<file path="src/rtl/uart_rx_param.sv">
// Oversampling UART receiver with configurable frame format, selectable baud rate and a frame FIFO.
// Optional build macro: UART_RX_MAJORITY_VOTE_EN (2-of-3 sample vote around each mid-bit).
module uart_rx_param #(
    parameter int CLK_FREQ   = 50000000,
    parameter int DATA_BITS  = 8,
    parameter int STOP_BITS  = 1,
    parameter int OVERSAMPLE = 16,
    parameter int FIFO_DEPTH = 4
) (
    input  logic                          clock,
    input  logic                          rst,
    input  logic                          serialInput,
    input  logic [1:0]                    baudRate,
    input  logic                          parityEn,
    input  logic                          pType,
    input  logic                          dataReady,
    output logic                          dataValid,
    output logic [DATA_BITS-1:0]          dataOut,
    output logic                          parityError,
    output logic                          frameError,
    output logic                          overrunError,
    output logic [$clog2(FIFO_DEPTH):0]   fifoCount
);

    localparam int DIV0   = (CLK_FREQ + 2400  * OVERSAMPLE / 2) / (2400  * OVERSAMPLE);
    localparam int DIV1   = (CLK_FREQ + 4800  * OVERSAMPLE / 2) / (4800  * OVERSAMPLE);
    localparam int DIV2   = (CLK_FREQ + 9600  * OVERSAMPLE / 2) / (9600  * OVERSAMPLE);
    localparam int DIV3   = (CLK_FREQ + 19200 * OVERSAMPLE / 2) / (19200 * OVERSAMPLE);
    localparam int TICK_W = (DIV0 > 2) ? $clog2(DIV0) : 1;
    localparam int BT_W   = $clog2(OVERSAMPLE);
    localparam int BC_W   = 4;
    localparam int PTR_W  = $clog2(FIFO_DEPTH);
    localparam int CNT_W  = PTR_W + 1;
    localparam int ENT_W  = DATA_BITS + 2;

    typedef enum logic [2:0] {IDLE, START, DATA, PARITY, STOP} state_t;

    state_t               state_q, state_d;
    logic                 sync1_q, sync2_q, rx_prev_q;
    logic [TICK_W-1:0]    tick_cnt_q, tick_cnt_d;
    logic [BT_W-1:0]      bit_tick_q, bit_tick_d;
    logic [BC_W-1:0]      bit_cnt_q, bit_cnt_d;
    logic [DATA_BITS-1:0] shift_q, shift_d;
    logic                 perr_q, perr_d, ferr_q, ferr_d;
    logic [1:0]           baud_q, baud_d;
    logic                 par_en_q, par_en_d, p_type_q, p_type_d;
    logic                 push_q, push_d;
    logic                 overrun_q, overrun_d;
    logic [PTR_W-1:0]     wr_ptr_q, wr_ptr_d, rd_ptr_q, rd_ptr_d;
    logic [CNT_W-1:0]     count_q, count_d;
    logic [ENT_W-1:0]     mem_q [FIFO_DEPTH];

    logic                 rx, start_edge, tick, sample_pt, bit_val;
    logic [TICK_W-1:0]    div_m1;
    logic                 pop, full, do_write;
    logic [ENT_W-1:0]     head;

    assign rx         = sync2_q;
    assign start_edge = rx_prev_q & ~rx;

    always_comb begin
        case (baud_q)
            2'b00:   div_m1 = TICK_W'(DIV0 - 1);
            2'b01:   div_m1 = TICK_W'(DIV1 - 1);
            2'b10:   div_m1 = TICK_W'(DIV2 - 1);
            default: div_m1 = TICK_W'(DIV3 - 1);
        endcase
    end

    assign tick = (state_q != IDLE) && (tick_cnt_q == div_m1);

`ifdef UART_RX_MAJORITY_VOTE_EN
    logic s0_q, s0_d, s1_q, s1_d;

    // Decision lands one tick after mid-bit, once all three votes are in.
    assign sample_pt = tick && (bit_tick_q == BT_W'(OVERSAMPLE / 2));
    assign bit_val   = (s0_q & s1_q) | (s0_q & rx) | (s1_q & rx);

    always_comb begin
        s0_d = s0_q;
        s1_d = s1_q;
        if (tick && (bit_tick_q == BT_W'(OVERSAMPLE / 2 - 2))) s0_d = rx;
        if (tick && (bit_tick_q == BT_W'(OVERSAMPLE / 2 - 1))) s1_d = rx;
    end

    always_ff @(posedge clock or posedge rst) begin
        if (rst) begin
            s0_q <= 1'b1;
            s1_q <= 1'b1;
        end else begin
            s0_q <= s0_d;
            s1_q <= s1_d;
        end
    end
`else
    assign sample_pt = tick && (bit_tick_q == BT_W'(OVERSAMPLE / 2 - 1));
    assign bit_val   = rx;
`endif

    always_comb begin
        state_d    = state_q;
        bit_cnt_d  = bit_cnt_q;
        shift_d    = shift_q;
        perr_d     = perr_q;
        ferr_d     = ferr_q;
        baud_d     = baud_q;
        par_en_d   = par_en_q;
        p_type_d   = p_type_q;
        push_d     = 1'b0;
        tick_cnt_d = (state_q == IDLE || tick) ? '0 : tick_cnt_q + 1'b1;
        bit_tick_d = bit_tick_q;
        if (state_q == IDLE)
            bit_tick_d = '0;
        else if (tick)
            bit_tick_d = (bit_tick_q == BT_W'(OVERSAMPLE - 1)) ? '0 : bit_tick_q + 1'b1;

        case (state_q)
            IDLE: begin
                if (start_edge) begin
                    state_d   = START;
                    bit_cnt_d = '0;
                    perr_d    = 1'b0;
                    ferr_d    = 1'b0;
                    baud_d    = baudRate;
                    par_en_d  = parityEn;
                    p_type_d  = pType;
                end
            end
            START: begin
                if (sample_pt) state_d = bit_val ? IDLE : DATA;
            end
            DATA: begin
                if (sample_pt) begin
                    shift_d = {bit_val, shift_q[DATA_BITS-1:1]};
                    if (bit_cnt_q == BC_W'(DATA_BITS - 1)) begin
                        bit_cnt_d = '0;
                        state_d   = par_en_q ? PARITY : STOP;
                    end else begin
                        bit_cnt_d = bit_cnt_q + 1'b1;
                    end
                end
            end
            PARITY: begin
                // Odd parity (pType=0) wants an odd total ones count, even parity an even one.
                if (sample_pt) begin
                    perr_d  = ~(^shift_q ^ bit_val ^ p_type_q);
                    state_d = STOP;
                end
            end
            STOP: begin
                if (sample_pt) begin
                    if (!bit_val) ferr_d = 1'b1;
                    if (bit_cnt_q == BC_W'(STOP_BITS - 1)) begin
                        state_d = IDLE;
                        push_d  = 1'b1;
                    end else begin
                        bit_cnt_d = bit_cnt_q + 1'b1;
                    end
                end
            end
            default: state_d = IDLE;
        endcase
    end

    always_ff @(posedge clock or posedge rst) begin
        if (rst) begin
            sync1_q    <= 1'b1;
            sync2_q    <= 1'b1;
            rx_prev_q  <= 1'b1;
            state_q    <= IDLE;
            tick_cnt_q <= '0;
            bit_tick_q <= '0;
            bit_cnt_q  <= '0;
            shift_q    <= '0;
            perr_q     <= 1'b0;
            ferr_q     <= 1'b0;
            baud_q     <= 2'b00;
            par_en_q   <= 1'b0;
            p_type_q   <= 1'b0;
            push_q     <= 1'b0;
        end else begin
            sync1_q    <= serialInput;
            sync2_q    <= sync1_q;
            rx_prev_q  <= sync2_q;
            state_q    <= state_d;
            tick_cnt_q <= tick_cnt_d;
            bit_tick_q <= bit_tick_d;
            bit_cnt_q  <= bit_cnt_d;
            shift_q    <= shift_d;
            perr_q     <= perr_d;
            ferr_q     <= ferr_d;
            baud_q     <= baud_d;
            par_en_q   <= par_en_d;
            p_type_q   <= p_type_d;
            push_q     <= push_d;
        end
    end

    // A push into a full FIFO still lands if the head is popped on the same edge.
    always_comb begin
        pop       = (count_q != '0) && dataReady;
        full      = (count_q == CNT_W'(FIFO_DEPTH));
        do_write  = push_q && (!full || pop);
        overrun_d = push_q && full && !pop;
        wr_ptr_d  = do_write ? wr_ptr_q + 1'b1 : wr_ptr_q;
        rd_ptr_d  = pop ? rd_ptr_q + 1'b1 : rd_ptr_q;
        case ({do_write, pop})
            2'b10:   count_d = count_q + 1'b1;
            2'b01:   count_d = count_q - 1'b1;
            default: count_d = count_q;
        endcase
    end

    always_ff @(posedge clock or posedge rst) begin
        if (rst) begin
            wr_ptr_q  <= '0;
            rd_ptr_q  <= '0;
            count_q   <= '0;
            overrun_q <= 1'b0;
        end else begin
            wr_ptr_q  <= wr_ptr_d;
            rd_ptr_q  <= rd_ptr_d;
            count_q   <= count_d;
            overrun_q <= overrun_d;
        end
    end

    always_ff @(posedge clock) begin
        if (do_write) mem_q[wr_ptr_q] <= {shift_q, perr_q, ferr_q};
    end

    assign head         = mem_q[rd_ptr_q];
    assign dataValid    = (count_q != '0);
    assign dataOut      = dataValid ? head[ENT_W-1:2] : '0;
    assign parityError  = dataValid ? head[1] : 1'b0;
    assign frameError   = dataValid ? head[0] : 1'b0;
    assign overrunError = overrun_q;
    assign fifoCount    = count_q;

endmodule

</file>
<file path="config.mk">
export PLATFORM = sky130hd
export DESIGN_NAME = uart_rx_param
export DESIGN_NICKNAME = d
export VERILOG_FILES = /design/src/rtl/uart_rx_param.sv
export SDC_FILE = /design/constraint.sdc
export NUM_CORES = 1
export LEC_CHECK = 0
export CORE_AREA = 10 10 130 132
export DETAILED_ROUTE_END_ITERATION = 7
export DIE_AREA = 0 0 140 142
export PLACE_DENSITY_LB_ADDON = 0.05
export SLEW_MARGIN = 0
export SYNTH_ARGS = -nofsm -noshare
export SYNTH_HDL_FRONTEND = slang
export SYNTH_SLANG_ARGS = --single-unit
export TNS_END_PERCENT = 10
</file>
<file path="constraint.sdc">
create_clock -name clock -period 2.3 [get_ports clock]
set_input_delay 0.345 -clock clock [delete_from_list [all_inputs] [get_ports clock]]
set_output_delay 0.345 -clock clock [all_outputs]
set_load 0.01 [all_outputs]
</file>
==> impl_metrics.json, run 1 <==
{
  "status": "completed",
  "timing.slew.headroom_pct": 60.97,
  "synth_seq_area_share_pct": 57.49,
  "period_share_pct": 95.77,
  "grtUsageTotal_pct": 9.138,
  "ios": 23,
  "critPathArrivalTime_ns": 1.86,
  "max-clock-path-buffers": 2,
  "post-place-ws_ns": -0.1177,
  "crit_type": "flip-flop to output pin",
  "syn_avg_cell_area_um2": 13.33,
  "route.vias.total": 2574,
  "die_width_um": 140,
  "synth_area_mm2": 0.004185,
  "power.ir.vdd_worst_mv": 0.3774,
  "reg2reg_from": "baud_q[0]$_DFFE_PP0P_",
  "register_to_register_setup_slack_ns": 0.1,
  "synthesis.yosys.warnings": 0,
  "synth.lib_cells_used.distinct": 59,
  "port_buffers": 22,
  "core-area_mm2": 0.01431,
  "max_clock_freq_mhz": 454.0,
  "required_ns": 1.96,
  "synth_commonest_cells": "45 x sky130_fd_sc_hd__dfrtp_1, 40 x sky130_fd_sc_hd__edfxtp_1, 20 x sky130_fd_sc_hd__nor2_1",
  "detail_routed_net_length_per_standard_cell_um": 15.48,
  "final.min_clock_period_ns": 2.203,
  "timing.critical_path.fanout_max": 11,
  "cts_buffers": 9,
  "tightestPinTransition_ns": 0.5810,
  "topRoutingLayerUsed": "met4",
  "cell_count_final_fillers_out": 550,
  "power.sequential.fraction_pct": 45.2,
  "grt_setup_unrepaired": "false",
  "cellPowerDensity_mw_per_mm2": 843.3,
  "worst_slack_ns": 0.09732,
  "core.rowCount": 44,
  "post_synth_main_area_contributors": "sky130_fd_sc_hd__edfxtp_1 29%, sky130_fd_sc_hd__dfrtp_1 27%, sky130_fd_sc_hd__mux4_2 5.4%",
  "routabilityCongestion": 0.7712,
  "syn_to_final_growth_pct": 20.81,
  "cellLeakagePower_nw": 2.152,
  "grt_start_max_net_pins": 21,
  "postSynthRegisterBits": 88,
  "tritoncts_clock_tree": "yes",
  "clock_sinks": 88,
  "comb_power_share_pct": 21.8,
  "drt-pass1-iter-count": 5,
  "area_taken_by_multi_input_logic_gates_mm2": 0.001684,
  "final_net_count": 379,
  "drc_errors": 0,
  "post_synth_inst_count": 314,
  "total_switching_power_mw": 1.214,
  "ant_nets": 0,
  "start_util_pct": 29.24,
  "cp-end-kind": "output pin",
  "first_iter_violations": 133,
  "netlist.area_leader.share_pct": 28.70,
  "max_stage_delay_ns": 0.48,
  "global_route.overflow_total": 0,
  "regArea_mm2": 0.002407,
  "clk_latency_ns": 0.35,
  "first_global_vias": 2654,
  "grt_pass1_wl_um": 14440,
  "final.fill_count": 1447,
  "slew_violations": 0,
  "timing.clock.skew_ns": 0.006776,
  "worstPathCellList": "or3_1 -> buf_4 -> clkdlybuf4s50_1",
  "met3RoutedLength_um": 348,
  "setup_viol_count_final": 0,
  "met2WireLength_um": 4230,
  "drv.max_cap_violation_count": 0,
  "cp_slowest_cell": "sky130_fd_sc_hd__clkdlybuf4s50_1",
  "ys.flop_type": "sky130_fd_sc_hd__dfrtp_1",
  "crit-reg2reg-capture": "shift_q[4]$_DFFE_PP0P_",
  "power_report.internal_total_mw": 3.050,
  "layout_cell_share_with_drive_strength_beyond_1_pct": 22.13,
  "placedCellCount": 533,
  "setup_total_negative_slack_ns": 0,
  "number_of_cells_traversed_by_the_worst_register_to_register_path": 7,
  "yosys.area.top_type": "sky130_fd_sc_hd__edfxtp_1",
  "clock_power_share_pct": 33.0,
  "cts_max_level": 3,
  "die_h_um": 142,
  "final-hold-violation-count": 0,
  "power.switching_fraction_pct": 28.47,
  "viasPerCell": 4.680,
  "m1WireLength_um": 3833,
  "synthArstFlopShare_pct": 54.55,
  "cts.root.buffer_cell": "sky130_fd_sc_hd__clkbuf_16",
  "grt_antenna_before_repair": 0,
  "antenna_cells_inserted": 0,
  "worst_setup_path_start_kind": "flip-flop",
  "worst_hold_path_type": "input port to asynchronous set/reset pin",
  "dp.final_hpwl_um": 5968,
  "synth_enable_flop_cells": 40,
  "synth_net_count": 332,
  "wirelength_um": 8514,
  "clk_pin_slew_ns": 0.07,
  "synthMostInstantiatedCell": "sky130_fd_sc_hd__dfrtp_1",
  "fp.dieArea_mm2": 0.01988
}
## placed cells by master (no fill, tap or decap), types with 3 or more instances in the layout
cell type,instances
sky130_fd_sc_hd__a21oi_1,10
sky130_fd_sc_hd__mux4_2,10
sky130_fd_sc_hd__nor3_1,6
sky130_fd_sc_hd__dfrtp_1,44
sky130_fd_sc_hd__and3_1,7
sky130_fd_sc_hd__and2_1,18
sky130_fd_sc_hd__mux2_2,6
sky130_fd_sc_hd__nand2b_1,7
sky130_fd_sc_hd__dfstp_2,3
sky130_fd_sc_hd__xnor2_1,18
sky130_fd_sc_hd__mux2i_1,3
sky130_fd_sc_hd__o21ai_0,3
sky130_fd_sc_hd__buf_4,22
sky130_fd_sc_hd__xor2_1,7
sky130_fd_sc_hd__inv_1,14
sky130_fd_sc_hd__nand3_1,10
sky130_fd_sc_hd__mux2_4,8
sky130_fd_sc_hd__clkbuf_16,9
sky130_fd_sc_hd__clkdlybuf4s50_1,12
sky130_fd_sc_hd__dlygate4sd2_1,10
sky130_fd_sc_hd__nand3b_1,3
sky130_fd_sc_hd__or3_1,3
sky130_fd_sc_hd__ha_1,9
sky130_fd_sc_hd__nand4_1,4
sky130_fd_sc_hd__nor2_1,20
sky130_fd_sc_hd__edfxtp_1,40
sky130_fd_sc_hd__nand2_1,9
## critical path: cells and delay by family (launching register included)
family	cells	cell delay, ns
buffers and inverters	2	0.67
flip-flops	1	0.43
AND/OR/NAND/NOR	1	0.41
## cell type report
cell class                      count  area share [%]
Multi-Input combinational cell    202           33.31
Timing Repair Buffer               45           7.770
Clock buffer                       12           5.073
Inverter                           15           1.114
Clock inverter                      4          0.5692
Tap cell                          184           4.553
Sequential cell                    88           47.61
## power by group through the flow
stage          registers (mW)  clock network, mW  logic, mW
6_report                 1.93               1.41      0.930
3_3_place_gp             1.96                  0      0.940
3_5_place_dp             1.96                  0      0.943
5_1_grt                  1.95               1.53       1.04
2_1_floorplan            1.93                  0      0.605
4_1_cts                  1.93               1.47      0.957
## state kept, by name, summed over array words and instances, names as in the netlist, 2 cells and up
signal	count
wr_ptr_q	2
rd_ptr_q	2
baud_q	2
bit_cnt_q	4
mem_q	40
bit_tick_q	4
fifoCount	3
tick_cnt_q	11
shift_q	8
state_q	3
## layer usage
| layer | global-route usage, % | vias up |
|---|---|---|
| met5 | 0 | - |
| li1 | - | 1244 |
| met4 | 2.609 | 0 |
| met1 | 10.80 | 1285 |
| met2 | 15.00 | 39 |
| met3 | 3.738 | 6 |
## kinds of logic (layout without fill, tap and decap cells)
family / after synthesis / in the layout / share of synthesized area [%]
muxes: 27 / 27 / 10.58
adders and majority gates: 10 / 10 / 3.169
xor gates and xnor gates: 25 / 25 / 5.232
AOI/OAI and AO/OA: 32 / 32 / 5.860
DFF: 88 / 88 / 57.49
buffers and inverters: 24 / 76 / 2.511
and+or+nand+nor: 108 / 108 / 15.16
## timing repair
item	in CTS	in global routing
pin swaps	0	2
endpoints found under the setup margin	10	14
gates resized for setup	10	3
hold buffers	0	0
buffers inserted	1	0
## worst max path at each step
stage | start | endpoint | cells after the start
4_1_cts | baud_q[0]$_DFFE_PP0P_ | shift_q[5]$_DFFE_PP0P_ | 7
5_1_grt | baud_q[0]$_DFFE_PP0P_ | shift_q[1]$_DFFE_PP0P_ | 7
3_5_place_dp | dataReady | fifoCount[2]$_DFFE_PP0P_ | 10
2_1_floorplan | baud_q[0]$_DFFE_PP0P_ | bit_cnt_q[0]$_DFFE_PP0P_ | 7
6_report | fifoCount[0]$_DFFE_PP0P_ | dataValid | 3
3_3_place_gp | dataReady | fifoCount[2]$_DFFE_PP0P_ | 10
## through the flow
step	hold slack, ns	util (%)	power, mW	cell area, µm²
global placement	0.3462	33.29	2.901	4765
finish	0.3183	35.32	4.264	5056
detailed placement	0.3518	33.29	2.903	4765
CTS	0.3248	35.24	4.354	5045
floorplan	0.3452	-	2.531	4185
global route	0.3544	35.32	4.527	5056
No activity file was read; power rests on OpenSTA's default activity.
==> run 2, diff against run 1 <==
Settings changed: CORE_AREA 10 10 130 132 to 10 10 95 181, DIE_AREA 0 0 140 142 to 0 0 105 191, SLEW_MARGIN 0 to 10.
==> run 2 against run 1 <==
Sequential share of layout area fell by 0.85 points. Non-clock buffer count rose by 3. Via count rose by 0.85%. Fmax fell by 2.4%. Design area rose by 1.9%. Sequential power barely moved. Power rose by 5.7%. Utilization rose by 0.77 points. Critical endpoint is now state_q[1]$_DFFE_PP0P_. Clock power rose by 15%. Register-to-register slack got worse by 0.05 ns. Hold slack improved by 0.014 ns.
==> impl_metrics.json, run 2 (synthesized netlist as in run 1, its figures left out) <==
{
  "cts.root.buffer_cell": "sky130_fd_sc_hd__clkbuf_16",
  "first_global_vias": 2905,
  "post-place-ws_ns": -0.07835,
  "timing.slew.headroom_pct": 57.17,
  "grt_start_max_net_pins": 31,
  "placedCellCount": 545,
  "worst_path_most_repeated_cell": "sky130_fd_sc_hd__a31o_2",
  "final.hold.worst_slack_ns": 0.3326,
  "final_net_count": 382,
  "core-area_mm2": 0.01427,
  "largestRegisters": "mem_q x40, tick_cnt_q x11, shift_q x8",
  "largest_register_ffs": 40,
  "start_util_pct": 29.32,
  "cp_slowest_cell": "sky130_fd_sc_hd__or3b_2",
  "max-clock-path-buffers": 2,
  "drv.max_cap_violation_count": 0,
  "worst_slack_ns": 0.04264,
  "max_clock_freq_mhz": 443.0,
  "required_ns": 2.53,
  "antenna_cells_inserted": 0,
  "syn_to_final_growth_pct": 23.08,
  "timing.clock.skew_ns": 0.009827,
  "worst_setup_path_start_kind": "flip-flop",
  "grt_antenna_before_repair": 0,
  "max_stage_delay_ns": 0.45,
  "cts_buffers": 9,
  "worst_hold_path_type": "input port to asynchronous set/reset pin",
  "register_to_register_setup_slack_ns": 0.04,
  "cellLeakagePower_nw": 2.194,
  "grt_pass1_wl_um": 15930,
  "endpoint": "state_q[1]$_DFFE_PP0P_",
  "m1WireLength_um": 3327,
  "final_core_utilization_pct": 36.09,
  "cts_max_level": 3,
  "grt_setup_unrepaired": "true",
  "route.vias.total": 2596,
  "core.rowCount": 62,
  "cp-end-kind": "flip-flop",
  "die_h_um": 191,
  "power.ir.vdd_worst_mv": 0.3390,
  "worst_setup_path_startpoint": "bit_cnt_q[1]$_DFFE_PP0P_",
  "critPathArrivalTime_ns": 2.48,
  "met3RoutedLength_um": 245,
  "tritoncts_clock_tree": "yes",
  "ios": 23,
  "die_width_um": 105,
  "largest-register": "mem_q",
  "layout_commonest_cell": "sky130_fd_sc_hd__dfrtp_1",
  "detail_routed_net_length_per_standard_cell_um": 17.02,
  "first_iter_violations": 44,
  "tightestPinTransition_ns": 0.6375,
  "layout_cell_share_with_drive_strength_beyond_1_pct": 23.58,
  "setup_viol_count_final": 0,
  "crit-reg2reg-capture": "state_q[1]$_DFFE_PP0P_",
  "setup_total_negative_slack_ns": 0,
  "drt-pass1-iter-count": 4,
  "routabilityCongestion": 0.7707,
  "global_route.overflow_total": 0,
  "cell_count_final_fillers_out": 561,
  "crit_type": "flip-flop to flip-flop",
  "clk_pin_slew_ns": 0.07,
  "status": "completed",
  "drc_errors": 0,
  "clock_sinks": 88,
  "final.fill_count": 1457,
  "viasPerCell": 4.627,
  "cts_hold_buf": 0,
  "ant_nets": 0,
  "period_share_pct": 98.15,
  "final_design_area_no_fill_mm2": 0.005151,
  "worstPathCellList": "inv_1 -> ha_1 -> or3b_2 -> a211oi_1 -> a41oi_1 -> a22o_1 -> a31o_2 -> a31o_2",
  "dp.final_hpwl_um": 7241,
  "timing.critical_path.fanout_max": 4,
  "grtUsageTotal_pct": 10.19,
  "mostFrequentLayoutCells": "43 x sky130_fd_sc_hd__dfrtp_1, 40 x sky130_fd_sc_hd__edfxtp_1, 24 x sky130_fd_sc_hd__buf_4",
  "fp.dieArea_mm2": 0.02006,
  "port_buffers": 22,
  "met2WireLength_um": 5804,
  "power_mw": 4.506,
  "number_of_cells_traversed_by_the_worst_register_to_register_path": 8,
  "final.min_clock_period_ns": 2.257,
  "cellPowerDensity_mw_per_mm2": 874.8,
  "wirelength_um": 9551,
  "final-hold-violation-count": 0,
  "topRoutingLayerUsed": "met4",
  "slew_violations": 0,
  "clk_latency_ns": 0.34,
  "reg2reg_from": "bit_cnt_q[1]$_DFFE_PP0P_",
  "detailed_place.area_mm2": 0.004817
}
[run 2: repair_timing]
item / in CTS / in global routing
setup buffers: 0 / 0
gates cloned: 0 / 0
setup endpoints to repair: 13 / 13
resized for setup: 11 / 5
[run 2: cell type report]
type | instances | area (µm²) | share of cell area (%)
multi-input cells | 202 | 1689 | 32.79
well taps | 192 | 240.2 | 4.664
inverters | 15 | 56.30 | 1.093
clock buffers | 9 | 225.2 | 4.372
flip-flops and latches | 88 | 2409 | 46.76
clock inverters | 7 | 101.3 | 1.967
repair buffers | 48 | 430.4 | 8.356
[run 2: per-layer routing]
layer	vias up	global-route usage, %
met5	-	0
met4	0	4.140
met3	13	2.395
met2	38	20.67
met1	1299	9.189
li1	1246	-
[run 2: worst min path at each step]
stage	from	end	slack, ns	cells past startpoint
after floorplan	sync1_q$_DFF_PP1_	bit_val$_DFF_PP1_	0.35	0
after global placement	sync1_q$_DFF_PP1_	bit_val$_DFF_PP1_	0.35	0
after detailed placement	sync1_q$_DFF_PP1_	bit_val$_DFF_PP1_	0.35	0
after CTS	rst	baud_q[1]$_DFFE_PP0P_	0.34	2
after global routing	sync1_q$_DFF_PP1_	bit_val$_DFF_PP1_	0.36	0
final	rst	baud_q[1]$_DFFE_PP0P_	0.33	2
[run 2: worst max-delay path: cells and delay by family (launching register included)]
kind,cells,cell delay (ns)
compound gates,5,1.09
fa+ha+maj,1,0.13
buf+inv,1,0.07
flops,1,0.41
simple gates,1,0.45
[run 2: power by group]
part | total (mW) | internal [mW] | leakage (nW) | switching [mW]
registers | 1.93 | 1.76 | 1.07 | 0.170
clock network | 1.62 | 0.966 | 0.158 | 0.651
logic | 0.957 | 0.499 | 0.961 | 0.458
total | 4.51 | 3.23 | 2.19 | 1.28
==> patch 1, RTL diff (flow settings as in run 2) <==
Build with the macro `UART_RX_MAJORITY_VOTE_EN` defined.
--- a/src/rtl/uart_rx_param.sv
+++ b/src/rtl/uart_rx_param.sv
@@ -1,4 +1,6 @@
 // Oversampling UART receiver with configurable frame format, selectable baud rate and a frame FIFO.
 // Optional build macro: UART_RX_MAJORITY_VOTE_EN (2-of-3 sample vote around each mid-bit).
+`define UART_RX_MAJORITY_VOTE_EN
+
 module uart_rx_param #(
     parameter int CLK_FREQ   = 50000000,
Check against the original RTL: no difference found for any inputs over 10 cycles, from zero or initial values and one cycle with rst high; that may be too few to reach the edited logic, so the function may still have changed.
==> patch 1 against run 2 <==
Via count up 2.3%. Total power down 10%. Worst setup slack better by 12 ps. Combinational power down 41%. Routed wire length down 1.6%. Synthesized cell count up 3.8%. Sequential cell count up 2. Non-clock buffer count up 6. Synthesized area up 1.3%. Clock skew down 1.9 ps. Cell area up 3.5%. Largest cell class unchanged. Largest power group unchanged.
==> patch 1: results (changes against run 2) <==
| Metric | Value |
|---|---|
| Run status | `complete, no violations (unchanged)` |
| Largest net degree at the start of global routing | `33 (was 31)` |
| Post-synthesis net count | `346 (was 332)` |
| CP Max Fanout | `9 (was 4)` |
| R2r endpoint | `s0_q$_DFFE_PP1P_ (was state_q[1]$_DFFE_PP0P_)` |
| Top post-synthesis cells by count | `dfrtp_1 (45), edfxtp_1 (40), nand2_1 (25) (was dfrtp_1 (45), edfxtp_1 (40), nor2_1 (20))` |
| Crit path DAT | `2520 ps (was 2480 ps)` |
| Min-delay worst type | `input port to async pin (unchanged)` |
| GRT Total Usage | `9.93% (was 10.2%)` |
| Initial antenna violation count | `0 (unchanged)` |
| Share of cells above drive strength 1 | `23.2% (was 23.6%)` |
| Num CTS Buffers | `9 (unchanged)` |
| Period minus WS final | `2250 ps (was 2260 ps)` |
| Number of global-route vias before repair | `2906 (was 2905)` |
| Final hold violations | `0 (unchanged)` |
| WHS | `321 ps (was 333 ps)` |
| GP Congestion | `0.789 (was 0.771)` |
| Most used DFF post-synth | `dfrtp_1 (unchanged)` |
| Synth area leaders | `edfxtp_1 (28%), dfrtp_1 (27%), mux4_2 (5.3%) (was edfxtp_1 (29%), dfrtp_1 (27%), mux4_2 (5.4%))` |
| Average routed wire per standard cell | `16.3 microns (was 17.0 microns)` |
| Leak | `2.22 nW (was 2.19 nW)` |
| # H-tree levels | `3 (unchanged)` |
| Port buffer count | `22 (unchanged)` |
| Crit Path Class | `register to register (unchanged)` |
| Worst r2r path cells | `8 (unchanged)` |
| First-pass GRT wire length | `15500 microns (was 15900 microns)` |
| Critical path origin | `baud_q[0]$_DFFE_PP0P_ (was bit_cnt_q[1]$_DFFE_PP0P_)` |
| CTS Root Cell | `clkbuf_16 (unchanged)` |
| Largest registers | `mem_q (40), tick_cnt_q (11), shift_q (8) (unchanged)` |
| Hpwl dp | `6880 microns (was 7240 microns)` |
| Clock buffer depth | `2 (unchanged)` |
| Seq/Total Area, Yosys | `58.0% (was 57.5%)` |
| EDFF count, synth | `40 (unchanged)` |
| Worst-skew pair later-pin latency | `340 ps (about the same)` |
| Async S/R FF share, synth | `55.6% (was 54.5%)` |
| Slew headroom | `51.2% (was 57.2%)` |
| Maximum vdd drop | `0.358 mV (was 0.339 mV)` |
| Total inserted antenna cells | `0 (unchanged)` |
| Worst clock skew | `7.92 ps (was 9.83 ps)` |
| Via count | `2655 (was 2596)` |
| Initial DRC count | `65 (was 44)` |
| YS warnings | `0 (unchanged)` |
| Post-Synthesis Cells | `326 (was 314)` |
| Nets | `399 (was 382)` |
| Placed insts | `558 (was 545)` |
| Fin cells | `576 (was 561)` |
| Pre-CTS setup slack | `-193 ps (was -78.4 ps)` |
| Slack of the worst reg-to-reg path | `50 ps` |
| Cell variety after synth | `57 (was 59)` |
| First-pass iteration count of the detailed router | `4 (unchanged)` |
| Register clock-pin slew on the reported worst setup and hold paths | `70 ps (about the same)` |
## patch 1: cell count changes after synthesis, sizes merged, moves of 3 or more
cell    delta
and3       -6
a21oi      -4
nand4      -4
nand2b     -6
o21ai      +5
or3        +3
nand3      -4
nand2     +15
nor2       -3
## patch 1: layout make-up
type	instances	area, sq um
well taps	192	240
multi-input cells	207	1730
clock inverters	7	108
clock buffers	9	225
inverters	17	63.8
fillers	1445	8940
flip-flops and latches	90	2460
repair buffers	54	510
## patch 1: metrics by stage
step	util, %	area (sq um)
floorplan	-	4240
global placement	34.5	4920
detailed placement	34.5	4920
CTS	37.2	5320
global route	37.4	5330
finish	37.4	5330
## patch 1: how the worst min path moves through the flow
stage                           start                    to
floorplan           sync1_q$_DFF_PP1_          rx$_DFF_PP1_
global placement    sync1_q$_DFF_PP1_          rx$_DFF_PP1_
detailed placement  sync1_q$_DFF_PP1_          rx$_DFF_PP1_
CTS                               rst  p_type_q$_DFFE_PP0P_
global route                      rst  p_type_q$_DFFE_PP0P_
finish                            rst  p_type_q$_DFFE_PP0P_
## patch 1: cell families after synthesis
group / count (synthesis) / synth area share (%)
simple gates: 106 / 13.9
compound gates: 35 / 5.96
fa+ha+maj: 13 / 3.95
flops: 90 / 58.0
mux: 28 / 9.97
buf+inv: 29 / 2.80
xor+xnor: 25 / 5.49
## patch 1: worst max-delay path, stage by stage (launching register included)
cell and delay, ps:
dfrtp_1 370, buf_4 150, or4bb_1 490, o22ai_2 200
o221ai_4 150, buf_12 170, nor4_2 200, buf_4 140
mux2_1 300
## patch 1: power by group
group	switching [mW]	internal (mW)
clock	0.673	0.974
combinational	0.278	0.284
sequential	0.0846	1.76
total	1.04	3.02
## patch 1: repair_timing
action	in CTS	in global routing
endpoints found under the setup margin	30	17
setup buffers	2	0
hold buffers	0	0
gates resized for setup	16	4
pin swaps	1	4
## patch 1: metal layers
metal / share of wire, % / track usage (%) / vias to the layer above
met5: 0 / 0 / -
met4: 2.2 / 4.35 / 0
met3: 2.6 / 2.09 / 11
met2: 60 / 19.7 / 32
met1: 35 / 9.39 / 1331
li1: - / - / 1281
==> patch 2, RTL diff (settings of run 2) <==
Made on the original files. One comparison of `bit_cnt_q` changes from == to >=.
--- a/src/rtl/uart_rx_param.sv
+++ b/src/rtl/uart_rx_param.sv
@@ -133,5 +133,5 @@
                 if (sample_pt) begin
                     shift_d = {bit_val, shift_q[DATA_BITS-1:1]};
-                    if (bit_cnt_q == BC_W'(DATA_BITS - 1)) begin
+                    if (bit_cnt_q >= BC_W'(DATA_BITS - 1)) begin
                         bit_cnt_d = '0;
                         state_d   = par_en_q ? PARITY : STOP;
Check against the original RTL: no difference found for any inputs over 10 cycles, from zero or initial values and one cycle with rst high; that may be too few to reach the edited logic, so the function may still have changed.
==> patch 2 against run 2 <==
Synthesized area fell by 1.7%. Total power fell by 14%. Sequential cell count did not move. Cell area rose by 1.7%. Routed wire length fell by 1.4%. Worst setup slack got worse by 27 ps. Clock skew fell by 1.6 ps. Core utilization rose by 0.60 points. Via count rose by 0.54%.
==> patch 2: results (changes against run 2) <==
| Metric | Value |
|---|---|
| YS warnings | `0 (unchanged)` |
| Slowest cell on crit path | `or4b_4 (was or3b_2)` |
| Worst r2r path cells | `6 (was 8)` |
| Initial DRC count | `47 (was 44)` |
| Synth Area in Compound Gates | `4.96% (was 5.86%)` |
| Leak | `2.22 nW (was 2.19 nW)` |
| Crit Path Class | `register to register (unchanged)` |
| Vias per cell | `4.54 (was 4.63)` |
| Initial antenna violation count | `0 (unchanged)` |
| Min-delay worst type | `input port to async pin (unchanged)` |
| # H-tree levels | `3 (unchanged)` |
| Num CTS Buffers | `9 (unchanged)` |
| Synth area leaders | `edfxtp_1 (29%), dfrtp_1 (27%), mux4_2 (5.5%) (was edfxtp_1 (29%), dfrtp_1 (27%), mux4_2 (5.4%))` |
| Largest net degree at the start of global routing | `22 (was 31)` |
| Worst-Margin Slew | `565 ps (was 637 ps)` |
| First-pass iteration count of the detailed router | `4 (unchanged)` |
| Largest registers | `mem_q (40), tick_cnt_q (11), shift_q (8) (unchanged)` |
| Post-synthesis net count | `339 (was 332)` |
| Post-synthesis mux area share | `10.0% (was 10.6%)` |
| Async S/R FF share, synth | `54.5% (unchanged)` |
| R2r endpoint | `state_q[1]$_DFFE_PP0P_ (unchanged)` |
| Port buffer count | `22 (unchanged)` |
| # fillers | `1474 (was 1457)` |
| Slack of the worst reg-to-reg path | `20 ps (was 40 ps)` |
| GP Congestion | `0.750 (was 0.771)` |
| Reg-to-reg startpoint | `baud_q[1]$_DFFE_PP0P_ (was bit_cnt_q[1]$_DFFE_PP0P_)` |
| Share of cells above drive strength 1 | `27.9% (was 23.6%)` |
| Post-synthesis xor/xnor area fraction | `5.32% (was 5.23%)` |
| CP Max Fanout | `4 (unchanged)` |
| Most used DFF post-synth | `dfrtp_1 (unchanged)` |
| GRT Total Usage | `10.0% (was 10.2%)` |
| Clock buffer depth | `2 (unchanged)` |
| Number of global-route vias before repair | `2786 (was 2905)` |
| Maximum vdd drop | `0.401 mV (was 0.339 mV)` |
| Worst-skew pair later-pin latency | `350 ps` |
| Total inserted antenna cells | `0 (unchanged)` |
| Register clock-pin slew on the reported worst setup and hold paths | `70 ps (about the same)` |
| Crit path DAT | `2560 ps (was 2480 ps)` |
| Hpwl dp | `6960 microns (was 7240 microns)` |
| Synth Area in Adders | `3.22% (was 3.17%)` |
| First-pass GRT wire length | `15400 microns (was 15900 microns)` |
| Routed WL | `9420 microns (was 9550 microns)` |
| Top post-synthesis cells by count | `dfrtp_1 (45), edfxtp_1 (40), nor2_1 (25) (was dfrtp_1 (45), edfxtp_1 (40), nor2_1 (20))` |
| Seq/Total Area, Yosys | `58.5% (was 57.5%)` |
| Max incr delay on CP | `490 ps (was 450 ps)` |
| Nets | `396 (was 382)` |
| Worst clock skew | `8.21 ps (was 9.83 ps)` |
| Cell variety after synth | `52 (was 59)` |
| WHS | `332 ps (was 333 ps)` |
| Run status | `complete, no violations (unchanged)` |
| EDFF count, synth | `40 (unchanged)` |
| CTS Root Cell | `clkbuf_16 (unchanged)` |
## patch 2: cell count changes in the layout (fill, tap and decap cells not counted), moves of 4 or more
cell / change
buf_4: +6
nand3_1: -4
mux2_2: +7
a21oi_1: -5
nor2_1: +5
nand2_1: +8
buf_6: +4
mux2_4: -8
## patch 2: report_power, final
group	internal (mW)	total [mW]	switching, mW
sequential	1.72	1.83	0.114
combinational	0.270	0.553	0.283
clock	0.771	1.48	0.709
total	2.76	3.86	1.11
## patch 2: final cells by class
| cell class | count | share of cell area [%] |
|---|---|---|
| sequential | 88 | 46.0 |
| clock inverter | 7 | 1.41 |
| timing repair buffer | 60 | 10.4 |
| tap | 192 | 4.59 |
| clock buffer | 9 | 4.30 |
| multi-input combinational | 203 | 32.1 |
| inverter | 16 | 1.15 |
## patch 2: worst max-delay path: cells and delay by family (launching register included)
family	cells	cell delay, ps
simple gates	5	1640
compound gates	1	140
flops	1	440
## patch 2: kinds of logic after synthesis
family | count (synthesis)
flip-flops | 88
buffers and inverters | 30
multiplexers | 27
AO/OA/AOI/OAI | 31
XOR/XNOR | 25
adder cells (fa/ha/maj) | 10
AND/OR/NAND/NOR | 110
## patch 2: routing by layer
metal	share of wire [%]	track usage, %
met3	2.4	2.39
met2	62	20.2
met4	1.8	3.98
met1	34	9.14
met5	0	0
## patch 2: stage by stage
stage	setup TNS [ps]	worst slack, ps	std cells	area (sq um)	utilization, %
after floorplan	-238	-116	321	4120	-
after global routing	-561	-64.2	575	5240	36.7
after detailed placement	-1430	-145	555	4800	33.6
after global placement	-1030	-137	555	4800	33.6
after CTS	-7.32	-7.32	573	5150	36.1
final	0	15.5	575	5240	36.7
## patch 2: what timing repair did
item,in CTS,in global routing
pin swaps,4,8
gates cloned,0,1
gates resized for setup,18,17
buffers inserted,2,1
setup endpoints to repair,25,27
